[config.mk]
export PLATFORM = sky130hd
export DESIGN_NAME = print_sequencer
export DESIGN_NICKNAME = d
export VERILOG_FILES = /design/src/rtl/print_sequencer.sv
export SDC_FILE = /design/constraint.sdc
export NUM_CORES = 1
export LEC_CHECK = 0
export ABC_AREA = 1
export ABC_CLOCK_PERIOD_IN_PS = 2400
export BUFFER_PORTS_ARGS = -buffer_cell sky130_fd_sc_hd__buf_2
export CAP_MARGIN = 20
export CORE_MARGIN = 1
export CORE_UTILIZATION = 57
export DETAILED_ROUTE_END_ITERATION = 8
export PLACE_DENSITY = 0.83
export SLEW_MARGIN = 15
export SYNTH_ARGS = -nofsm -noshare
export SYNTH_HDL_FRONTEND = slang
export SYNTH_SLANG_ARGS = --single-unit
export TNS_END_PERCENT = 5
[constraint.sdc]
create_clock -name clk -period 2.4 [get_ports clk]
set_clock_uncertainty 0.2 [all_clocks]
set_input_delay 0.12 -clock clk [delete_from_list [all_inputs] [get_ports clk]]
set_output_delay 0.12 -clock clk [all_outputs]
set_load 0.01 [all_outputs]
[src/rtl/print_sequencer.sv]
// Frame print sequencer: kicks board_to_string, waits out its warm-up, then
// pulls characters one at a time and forwards them to a byte-wide UART.
module print_sequencer #(
   parameter int WARMUP    = 128,
   parameter int MAX_CHARS = 1024,
   parameter int CNT_W     = 11
) (
   input  logic             clk,
   input  logic             rst,
   input  logic             refresh_req,
   output logic             prn_start,
   output logic             prn_nxt,
   input  logic [7:0]       prn_char,
   input  logic             prn_done,
   output logic [7:0]       tx_data,
   output logic             tx_valid,
   input  logic             tx_ready,
   output logic             busy,
   output logic             frame_done,
   output logic             overrun,
   output logic [CNT_W-1:0] char_cnt
);

   localparam int WCNT_W = $clog2(WARMUP + 1);

   typedef enum logic [2:0] {IDLE, START, WARM, REQ, LATCH, SEND, FINISH} state_t;

   state_t            state, next_state;
   logic [WCNT_W-1:0] wcnt;
   logic              pending;
   logic              handshake;
   logic              last_char;

   assign handshake = tx_valid & tx_ready;
   assign last_char = (char_cnt == CNT_W'(MAX_CHARS - 1));
   assign busy      = (state != IDLE);

   always_comb begin
      next_state = state;
      prn_start  = 1'b0;
      prn_nxt    = 1'b0;
      frame_done = 1'b0;
      case (state)
         IDLE:   if (refresh_req || pending) next_state = START;
         START: begin
            prn_start  = 1'b1;
            next_state = WARM;
         end
         WARM:   if (wcnt == WCNT_W'(WARMUP - 1)) next_state = REQ;
         REQ: begin
            prn_nxt    = 1'b1;
            next_state = LATCH;
         end
         // done is only trusted here; anything seen during warm-up is stale
         LATCH:  next_state = prn_done ? FINISH : SEND;
         SEND:   if (handshake) next_state = last_char ? FINISH : REQ;
         FINISH: begin
            frame_done = 1'b1;
            next_state = IDLE;
         end
         default: next_state = IDLE;
      endcase
   end

   always_ff @(posedge clk) begin
      if (rst) begin
         state    <= IDLE;
         pending  <= 1'b0;
         wcnt     <= '0;
         char_cnt <= '0;
         overrun  <= 1'b0;
         tx_data  <= '0;
         tx_valid <= 1'b0;
      end else begin
         state <= next_state;
         // single-deep request queue; extra requests while busy merge
         if (state == IDLE)   pending <= 1'b0;
         else if (refresh_req) pending <= 1'b1;
         case (state)
            START: begin
               char_cnt <= '0;
               overrun  <= 1'b0;
               wcnt     <= '0;
            end
            WARM:  wcnt <= wcnt + 1'b1;
            LATCH: if (!prn_done) begin
               tx_data  <= prn_char;
               tx_valid <= 1'b1;
            end
            SEND:  if (handshake) begin
               tx_valid <= 1'b0;
               if (char_cnt != CNT_W'(MAX_CHARS)) char_cnt <= char_cnt + 1'b1;
               if (last_char) overrun <= 1'b1;
            end
            default: ;
         endcase
      end
   end

endmodule

==> impl_metrics.py, run 1 <==
metrics = {
    "floorplanning": {
        "num_rows": 19,
        "die_y_um": 57.24,
        "io_pins": 38,
        "die_w_um": 57.24,
        "die-area_um2": 3276,
        "core_um2": 2829,
        "start_util_pct": 61.48,
    },
    "placed_design": {
        "gp_congestion": 0.8342,
        "dp_hpwl_mm": 2.756,
        "io_buffers": 37,
    },
    "grt": {
        "gr-total-overflow": 0,
        "busiest_layer": "met2",
        "grt_use_met3_pct": 7.483,
        "met2_usage_pct": 47.56,
        "grt_max_degree": 20,
        "grt_pass1_wl_mm": 6.686,
        "grt_pass1_vias": 1586,
        "grt_use_met1_pct": 31.62,
        "antenna_found_initial": 0,
        "globalRouteTotalUtil_pct": 26.72,
    },
    "yosys": {
        "syn_nets": 269,
        "synth_top_area_share_pct": 37.99,
        "yosysWarnings": 0,
        "synth_mux_area_share_pct": 0,
        "synthAdderAreaFrac_pct": 2.158,
        "ys_seq_area_share_pct": 37.99,
        "synth_area_um2": 1739,
        "synth_cell_types": 31,
        "synth-simple-area-share_pct": 32.81,
        "synthTopCellsByArea": "dfxtp_1, nand2_1, inv_1",
        "synth_cells": 253,
        "synth_top_family_by_area": "simple AND/OR/NAND/NOR gates",
        "avgSynthCellArea_um2": 6.874,
        "synth-compound-area-share_pct": 16.40,
        "synth_xor_xnor_area_share_pct": 0.5036,
        "synth-seq-cells": 33,
        "yosysTopAreaCell": "dfxtp_1",
    },
    "min_path": {
        "hold_class": "primary input to flop",
        "holdPathStages": 4,
        "hold_end": "tx_valid",
        "hold_start": "tx_ready",
    },
    "drt": {
        "vias": 1768,
        "firstDrtPassIters": 6,
        "remaining_drc_errors": 2,
        "drt_iter0_drc": 107,
        "wl_mm": 4.088,
        "ant_nets": 0,
        "post_drt_wl_per_cell_um": 12.17,
        "via_per_inst": 5.262,
    },
    "critical_path": {
        "crit_slowest_cell": "dfxtp_1",
        "r2r_start": "char_cnt[1]",
        "worst-path-buf-inv": 0,
        "reg2reg_depth": 8,
        "crit_chain": "ha_1 > nand2_1 > nor2_1 > nand3_1 > nand2_1 > nand3b_1 > nor2_1 > nor2_1",
        "start_kind": "flop",
        "critical_path_class": "flop to flop",
        "slowest_delay_ps": 440,
        "path_common_cell": "nor2_1",
        "rrSetupSlack_ps": 510,
        "cp_top_family": "simple AND/OR/NAND/NOR gates",
        "crit_path_end_kind": "flop",
        "critPathRequiredTime_ps": 2440,
        "crit_arrival_ps": 1920,
        "worst-path-max-fanout": 6,
        "r2r-end": "state[0]",
    },
    "cells_and_area": {
        "finalNetCount": 320,
        "num_antenna_cells": 0,
        "n_fill_cell": 221,
        "area_delta_synth_final_pct": 21.29,
        "drive_above_1_share_pct": 18.69,
    },
    "sta": {
        "maxSlewHeadroom_pct": 61.44,
        "setup_viol": 0,
        "finalCritPeriodShare_pct": 78.60,
        "hold_viol": 0,
        "rsz0062_at_grt": "no",
        "setup_tns_ps": 0,
        "fin_crit_ps": 1886,
        "tightest_slew_ps": 578.3,
        "fmax_mhz": 530.1,
        "report.final.slew_viol_count": 0,
    },
    "run_status": {
        "outcome": "finished with violations",
        "violations": "DRC",
    },
    "clock_network": {
        "cts.reportedPaths.clkPinSlew_ps": 100,
        "cts_setup_buffers": 0,
        "clk_latency_ps": 330,
        "cts_tree": "yes",
        "clock_sinks": 33,
        "root_buffer": "clkbuf_4",
        "numCtsBuffers": 5,
        "htreeDepth": 2,
        "cts_buffer_depth": 2,
    },
    "power_and_ir_drop": {
        "power_mw": 1.717,
        "power_density_nw_per_um2": 813.8,
        "ir_drop_uv": 712.0,
        "p_leak_nw": 0.9419,
    },
    "run": {
        "maxCapViolCount": 0,
    },
}
[layout by cell type, fill, tap and decap left out, drive strengths merged]
master	instances
nand3b	4
nand3	12
nand2	64
and3	1
nor3b	2
dlygate4sd3	11
o21bai	2
inv	36
o21ai	15
xnor2	1
o211ai	1
ha	3
clkinv	1
dfxtp	33
clkbuf	7
a21oi	27
nor2	36
o211a	1
nand4	3
nor3	3
a211oi	1
or2	2
o31ai	1
buf	38
[Yosys cell counts, drive strengths merged]
| master | instances |
|---|---|
| dfxtp | 33 |
| inv | 36 |
| o31ai | 1 |
| nand2 | 64 |
| nand3b | 4 |
| and3 | 1 |
| o211ai | 1 |
| xnor2 | 1 |
| a21oi | 27 |
| clkbuf | 2 |
| nor3b | 2 |
| nand3 | 12 |
| or2 | 2 |
| a211oi | 1 |
| nand4 | 3 |
| o21ai | 15 |
| buf | 3 |
| ha | 3 |
| nor3 | 3 |
| o21bai | 2 |
| nor2 | 36 |
| o211a | 1 |
[metrics by stage]
step,std cells,hold slack (ps),util (%),setup slack [ps],area [µm²]
global route,336,46.16,74.57,372.3,2110
floorplan,253,109.9,-,793.4,1739
CTS,336,27.04,74.57,547.1,2110
global placement,317,194.6,68.20,629.9,1929
finish,336,35.51,74.57,513.6,2110
detailed placement,317,210.9,68.20,560.4,1929
[cell families (layout without fill, tap and decap cells)]
family                   Yosys count  in the layout
flip-flops                        33             33
XOR/XNOR                           1              1
buffers and inverters             41             93
adder cells (fa/ha/maj)            3              3
AO/OA/AOI/OAI                     48             48
AND/OR/NAND/NOR                  127            127
[registers in the layout (all words and copies together) (netlist names)]
name,count
state,3
overrun,1
char_cnt,11
pending,1
tx_data,8
tx_valid,1
wcnt,8
[cell type report]
class / count / area, µm² / area share [%]
clock buffer: 7 / 65.06 / 3.084
clock inverter: 1 / 5.005 / 0.2372
inverter: 36 / 135.1 / 6.406
multi-input combinational: 179 / 902.1 / 42.76
sequential: 33 / 660.6 / 31.32
tap: 31 / 38.79 / 1.839
timing repair buffer: 49 / 302.8 / 14.35
[worst max path at each step]
stage / from / end / depth (start not counted)
finish: char_cnt[1] / state[0] / 8
global route: char_cnt[1] / state[0] / 8
CTS: char_cnt[1] / state[0] / 8
detailed placement: char_cnt[1] / state[0] / 8
global placement: char_cnt[1] / state[0] / 8
floorplan: char_cnt[1] / state[0] / 8
[power by group]
part           total (mW)  internal, mW  leakage [nW]  switching, mW
registers           0.703         0.618         0.267         0.0848
clock network       0.363         0.170        0.0413          0.194
logic               0.650         0.231         0.633          0.419
total                1.72          1.02         0.942          0.697
[worst min-delay path, cell delays in order]
cell and delay (ps):
buf_2 80, nand2_1 110, o211ai_2 170, a21oi_2 50
[per-layer routing]
layer / vias up / routed length, µm
met3: 4 / 203
li1: 910 / -
met4: 0 / 20
met2: 57 / 2032
met5: - / 0
met1: 797 / 1831
[timing repair]
action | CTS | global route
gates resized for setup | 0 | 0
endpoints found under the hold margin | 20 | 0
setup endpoints to repair | 0 | 0
hold buffers | 11 | 0
Power figures use the tool's default switching activity.
==> inputs of run 2 (changes only) <==
Settings changed: ABC_AREA 1 to 0, ABC_CLOCK_PERIOD_IN_PS 2400 to 1600, CORE_UTILIZATION 57 to 48, PLACE_DENSITY 0.83 to 0.75.
Clock period 2.4 ns to 1.6 ns, I/O delays scaled along.
==> run 2 against run 1 <==
  * The flow finishes with violations (setup timing)
  * Power grew 20%
  * Hold slack gained 230 ps
  * Worst setup slack lost 590 ps
  * Routed wire length grew 32%
  * Critical path type is now primary input to flop
  * Critical endpoint is now char_cnt[7]
  * Largest cell class unchanged
  * Highest routed layer unchanged
==> impl_metrics.py, run 2 <==
metrics = {
    "yosys": {
        "yosysWarnings": 0,
        "synth_edf_count": 0,
        "syn_nets": 217,
        "async_flop_share_pct": 0,
        "synth_common_cells": "dfxtp_1, nand2_1, a21oi_1",
        "synth_top_area_share_pct": 40.21,
        "avgSynthCellArea_um2": 8.173,
        "synth_cells": 201,
        "synth_cell_types": 47,
        "yosysTopAreaCell": "dfxtp_1",
        "synthTopCellsByArea": "dfxtp_1, nand2_1, a21oi_1",
        "synth-main-ff-cell": "dfxtp_1",
        "synth_area_um2": 1643,
        "synth-seq-cells": 33,
        "synth_most_common_cell": "dfxtp_1",
        "ys_seq_area_share_pct": 40.21,
    },
    "placed_design": {
        "gp_congestion": 0.8692,
        "pre_cts_ws_ps": -81.50,
        "io_buffers": 37,
        "dp_hpwl_mm": 3.160,
    },
    "floorplanning": {
        "die-area_um2": 3660,
        "num_rows": 20,
        "io_pins": 38,
        "die_y_um": 60.50,
        "start_util_pct": 52.10,
        "die_w_um": 60.50,
        "core_um2": 3153,
    },
    "sta": {
        "tightest_slew_ps": 407.4,
        "report.final.slew_viol_count": 0,
        "fin_crit_ps": 1676,
        "hold_viol": 0,
        "setup_viol": 14,
        "finalCritPeriodShare_pct": 104.7,
        "maxSlewHeadroom_pct": 72.61,
        "fmax_mhz": 596.7,
        "worst_slack_ps": -75.96,
        "rsz0062_at_grt": "yes",
    },
    "cells_and_area": {
        "area_delta_synth_final_pct": 58.03,
        "drive_above_1_share_pct": 45.12,
        "final_common_cell": "buf_4",
        "finalNetCount": 312,
        "n_fill_cell": 175,
        "num_antenna_cells": 0,
        "top_register": "char_cnt",
        "largest_reg_flops": 11,
        "reg_top3": "char_cnt x11, tx_data x8, wcnt x8",
        "layout_common_cells": "buf_4, buf_2, nand2_1, dfxtp_1, nor2_1",
    },
    "drt": {
        "post_drt_wl_per_cell_um": 15.79,
        "ant_nets": 0,
        "firstDrtPassIters": 4,
        "wl_mm": 5.384,
        "drt_iter0_drc": 98,
        "remaining_drc_errors": 0,
        "vias": 1906,
        "via_per_inst": 5.589,
    },
    "run_status": {
        "violations": "setup timing",
        "outcome": "finished with violations",
    },
    "grt": {
        "grt_pass1_wl_mm": 7.210,
        "grt_max_degree": 16,
        "gr-total-overflow": 0,
        "antenna_found_initial": 0,
        "grt_pass1_vias": 1667,
        "globalRouteTotalUtil_pct": 26.95,
    },
    "critical_path": {
        "worst-path-max-fanout": 6,
        "start_kind": "primary input",
        "rrSetupSlack_ps": -70,
        "critical_path_class": "primary input to flop",
        "critPathRequiredTime_ps": 1700,
        "crit_arrival_ps": 1780,
        "crit_path_end_kind": "flop",
    },
    "clock_network": {
        "cts_tree": "yes",
        "htreeDepth": 2,
        "clk_latency_ps": 360,
        "clock_sinks": 33,
        "root_buffer": "clkbuf_4",
        "numCtsBuffers": 5,
        "cts.reportedPaths.clkPinSlew_ps": 120,
        "cts_buffer_depth": 2,
    },
    "power_and_ir_drop": {
        "ir_drop_uv": 494.0,
        "power_mw": 2.066,
        "power_density_nw_per_um2": 795.8,
        "p_leak_nw": 1.064,
    },
    "min_path": {
        "hold_class": "flop to flop",
    },
    "run": {
        "maxCapViolCount": 0,
    },
}
## run 2: cell count changes in the layout (fill, tap and decap cells not counted), moves of 7 or more
cell / change
buf_4: +39
nand2_1: -34
inv_1: -29
nor2_1: -18
buf_6: +10
a21oi_1: -9
dfxtp_1: -7
nand3_1: -7
o21ai_0: -7
## run 2: logic make-up after synthesis
logic type / synth area share, %
adder cells (fa/ha/maj): 2.285
flip-flops: 40.21
AND/OR/NAND/NOR: 30.08
multiplexers: 3.960
XOR/XNOR: 1.600
buffers and inverters: 4.341
AO/OA/AOI/OAI: 17.52
## run 2: timing repair
item                                    CTS  global route
resized for setup                         9            38
setup buffers                             3             4
hold buffers                             12             0
gates cloned                              0             1
pin swaps                                 3             7
endpoints found under the setup margin   25            31
endpoints found under the hold margin    25             0
## run 2: path summary, 6_finish.rpt
kind,to,cells past startpoint,startpoint
setup / recovery,char_cnt[7],6,tx_ready
setup reg to reg,char_cnt[7],4,state[2]
hold reg to reg,tx_data[7],2,tx_data[7]
hold / removal,tx_data[7],2,tx_data[7]
## run 2: cell type report
type                    instances  area, µm²  share of cell area, %
clock buffers                   5      37.54                  1.446
inverters                       7      26.28                  1.012
repair buffers                 99      718.2                  27.66
well taps                      44      55.05                  2.120
flip-flops and latches         33      679.4                  26.17
clock inverters                 3      17.52                 0.6747
multi-input cells             150       1062                  40.92
## run 2: metal layers
metal / share of wire, % / track usage [%] / up-vias
met4: 1.9 / 12.34 / 0
met5: 0 / 0 / -
met2: 50 / 41.92 / 60
met3: 5.0 / 7.463 / 11
met1: 43 / 34.77 / 915
li1: - / - / 920
## run 2: stage by stage
step / hold slack, ps / setup TNS, ps / cells / area [µm²] / util [%]
global route: 284.8 / -1969 / 341 / 2596 / 82.34
global placement: 120.0 / -337.9 / 314 / 2192 / 69.52
floorplan: 15.98 / -475.2 / 201 / 1690 / -
detailed placement: 126.6 / -572.3 / 314 / 2192 / 69.52
finish: 263.1 / -420.1 / 341 / 2596 / 82.34
CTS: 260.7 / -176.5 / 337 / 2424 / 76.87
## run 2: worst max-delay path, cell delays in order
cell,delay (ps)
dlygate4sd3_1,530
buf_2,180
a21boi_1,110
or3_4,390
or4_4,420
nand2_2,70
## run 2: report_power, final
group / switching [mW] / total [mW] / leakage [nW] / internal [mW]
combinational: 0.329 / 0.685 / 0.762 / 0.355
sequential: 0.0400 / 0.893 / 0.271 / 0.853
clock: 0.323 / 0.489 / 0.0310 / 0.166
==> inputs of run 3 (changes only) <==
Settings changed: PLACE_DENSITY 0.75 to 0.81.
==> run 3 against run 2 <==
  * The run still ends with setup timing left
  * Power increased by 2.8%
  * Non-clock buffer count increased by 1
  * Clock power decreased by 2%
  * First-iteration DRC count increased by 140%
  * Die area unchanged
  * Fmax decreased by 7.0%
  * Global-route usage increased by 7.0 points
  * Sequential share of layout area decreased by 0.22 points
  * Register-to-register slack got worse by 130 ps
  * Utilization increased by 1.5 points
  * Critical path depth decreased by 1
  * Critical endpoint is now char_cnt[5]
  * Largest cell class unchanged
  * Largest power group unchanged
==> impl_metrics.py, run 3 (synthesis results as in run 2) <==
metrics = {
    "min_path": {
        "hold_start": "tx_ready",
        "holdPathStages": 4,
        "hold_end": "char_cnt[0]",
        "hold_class": "primary input to flop",
    },
    "critical_path": {
        "reg2reg_depth": 5,
        "critical_path_class": "flop to flop",
        "crit_arrival_ps": 1840,
        "start_kind": "flop",
        "cp-startpoint": "tx_valid",
        "rrSetupSlack_ps": -200,
        "r2r-end": "char_cnt[5]",
        "crit_path_end_kind": "flop",
        "cp_top_family": "simple AND/OR/NAND/NOR gates",
        "r2r_start": "tx_valid",
        "critPathRequiredTime_ps": 1640,
        "crit_slowest_cell": "nor4_1",
        "worst-path-buf-inv": 1,
        "worst-path-max-fanout": 5,
        "crit_chain": "a21boi_1 > buf_4 > nor4_1 > xnor2_1 > nor2_1",
        "slowest_delay_ps": 510,
    },
    "run_status": {
        "violations": "setup timing",
        "outcome": "finished with violations",
    },
    "sta": {
        "fin_crit_ps": 1803,
        "hold_viol": 0,
        "maxSlewHeadroom_pct": 62.27,
        "tightest_slew_ps": 560.7,
        "worst_slack_ps": -202.8,
        "finalCritPeriodShare_pct": 112.7,
        "report.final.slew_viol_count": 0,
        "fmax_mhz": 554.7,
        "setup_viol": 29,
        "rsz0062_at_grt": "yes",
    },
    "floorplanning": {
        "die-area_um2": 3660,
        "core_um2": 3153,
        "start_util_pct": 52.10,
        "die_w_um": 60.50,
        "num_rows": 20,
        "die_y_um": 60.50,
        "io_pins": 38,
    },
    "clock_network": {
        "htreeDepth": 2,
        "numCtsBuffers": 5,
        "cts_buffer_depth": 2,
        "clock_sinks": 33,
        "cts_tree": "yes",
        "clk_latency_ps": 360,
        "cts.reportedPaths.clkPinSlew_ps": 110,
        "root_buffer": "clkbuf_4",
    },
    "drt": {
        "vias": 2185,
        "remaining_drc_errors": 0,
        "firstDrtPassIters": 5,
        "drt_iter0_drc": 237,
        "via_per_inst": 6.389,
        "post_drt_wl_per_cell_um": 21.04,
        "ant_nets": 0,
        "wl_mm": 7.197,
    },
    "cells_and_area": {
        "drive_above_1_share_pct": 48.66,
        "largest_reg_flops": 11,
        "area_delta_synth_final_pct": 60.85,
        "final_common_cell": "buf_4",
        "n_fill_cell": 162,
        "layout_common_cells": "buf_4, buf_2, nand2_1, dfxtp_1, nor2_1",
        "top_register": "char_cnt",
        "finalNetCount": 313,
        "num_antenna_cells": 0,
        "reg_top3": "char_cnt x11, tx_data x8, wcnt x8",
        "final_core_util_pct": 83.81,
    },
    "power_and_ir_drop": {
        "ir_drop_uv": 489.7,
        "power_mw": 2.124,
        "power_density_nw_per_um2": 803.6,
        "p_leak_nw": 1.078,
    },
    "grt": {
        "antenna_found_initial": 0,
        "grt_pass1_wl_mm": 8.928,
        "gr-total-overflow": 0,
        "grt_pass1_vias": 1868,
        "globalRouteTotalUtil_pct": 33.96,
        "grt_max_degree": 17,
    },
    "placed_design": {
        "dp_hpwl_mm": 3.109,
        "io_buffers": 37,
        "gp_congestion": 0.8566,
    },
    "run": {
        "maxCapViolCount": 0,
    },
}
run 3: where the power goes:
part	internal, mW	total (mW)	switching [mW]	leakage (nW)
clock	0.168	0.480	0.312	0.0320
combinational	0.372	0.744	0.372	0.773
sequential	0.851	0.900	0.0486	0.273
run 3: metrics by stage:
| stage | hold slack (ps) | std cells | setup TNS [ps] | instance area [µm²] | setup WS [ps] |
|---|---|---|---|---|---|
| 4_1_cts | 57.93 | 338 | -181.8 | 2431 | -29.36 |
| 6_report | 98.69 | 342 | -1884 | 2643 | -202.8 |
| 3_3_place_gp | 123.2 | 311 | -347.9 | 2170 | -47.20 |
| 5_1_grt | 162.1 | 342 | -5175 | 2643 | -376.0 |
| 3_5_place_dp | 129.8 | 311 | -1316 | 2170 | -94.09 |
| 2_1_floorplan | 15.98 | 201 | -475.2 | 1690 | -69.41 |
run 3: how the worst max path moves through the flow:
stage	to	cells past startpoint
after CTS	char_cnt[7]	5
after global routing	tx_data[4]	6
after floorplan	char_cnt[7]	5
after detailed placement	wcnt[5]	5
after global placement	char_cnt[10]	4
final	char_cnt[5]	5
run 3: tightest hold or removal path, cell delays in order:
cell and delay [ps]:
buf_2 170, nand3_1 100, o221ai_1 180, a21oi_1 70
run 3: per-layer routing:
layer	vias up	share of wire, %	track usage (%)
met5	-	0	0
met4	0	6.2	15.91
met3	54	10	10.45
met2	184	46	54.63
met1	1022	38	41.55
li1	925	-	-
run 3: area by class of cell:
type | count | area [µm²] | area share [%]
tap | 44 | 55.05 | 2.083
multi-input combinational | 150 | 1112 | 42.09
clock inverter | 2 | 10.01 | 0.3788
inverter | 7 | 26.28 | 0.9943
clock buffer | 6 | 41.29 | 1.563
sequential | 33 | 685.7 | 25.95
timing repair buffer | 100 | 711.9 | 26.94
run 3: repair_timing:
item	CTS	global route
endpoints found under the hold margin	24	0
resized for setup	15	43
pin swaps	2	11
cloned	1	1
setup endpoints to repair	24	32
hold buffers	12	0
buffers inserted	6	3
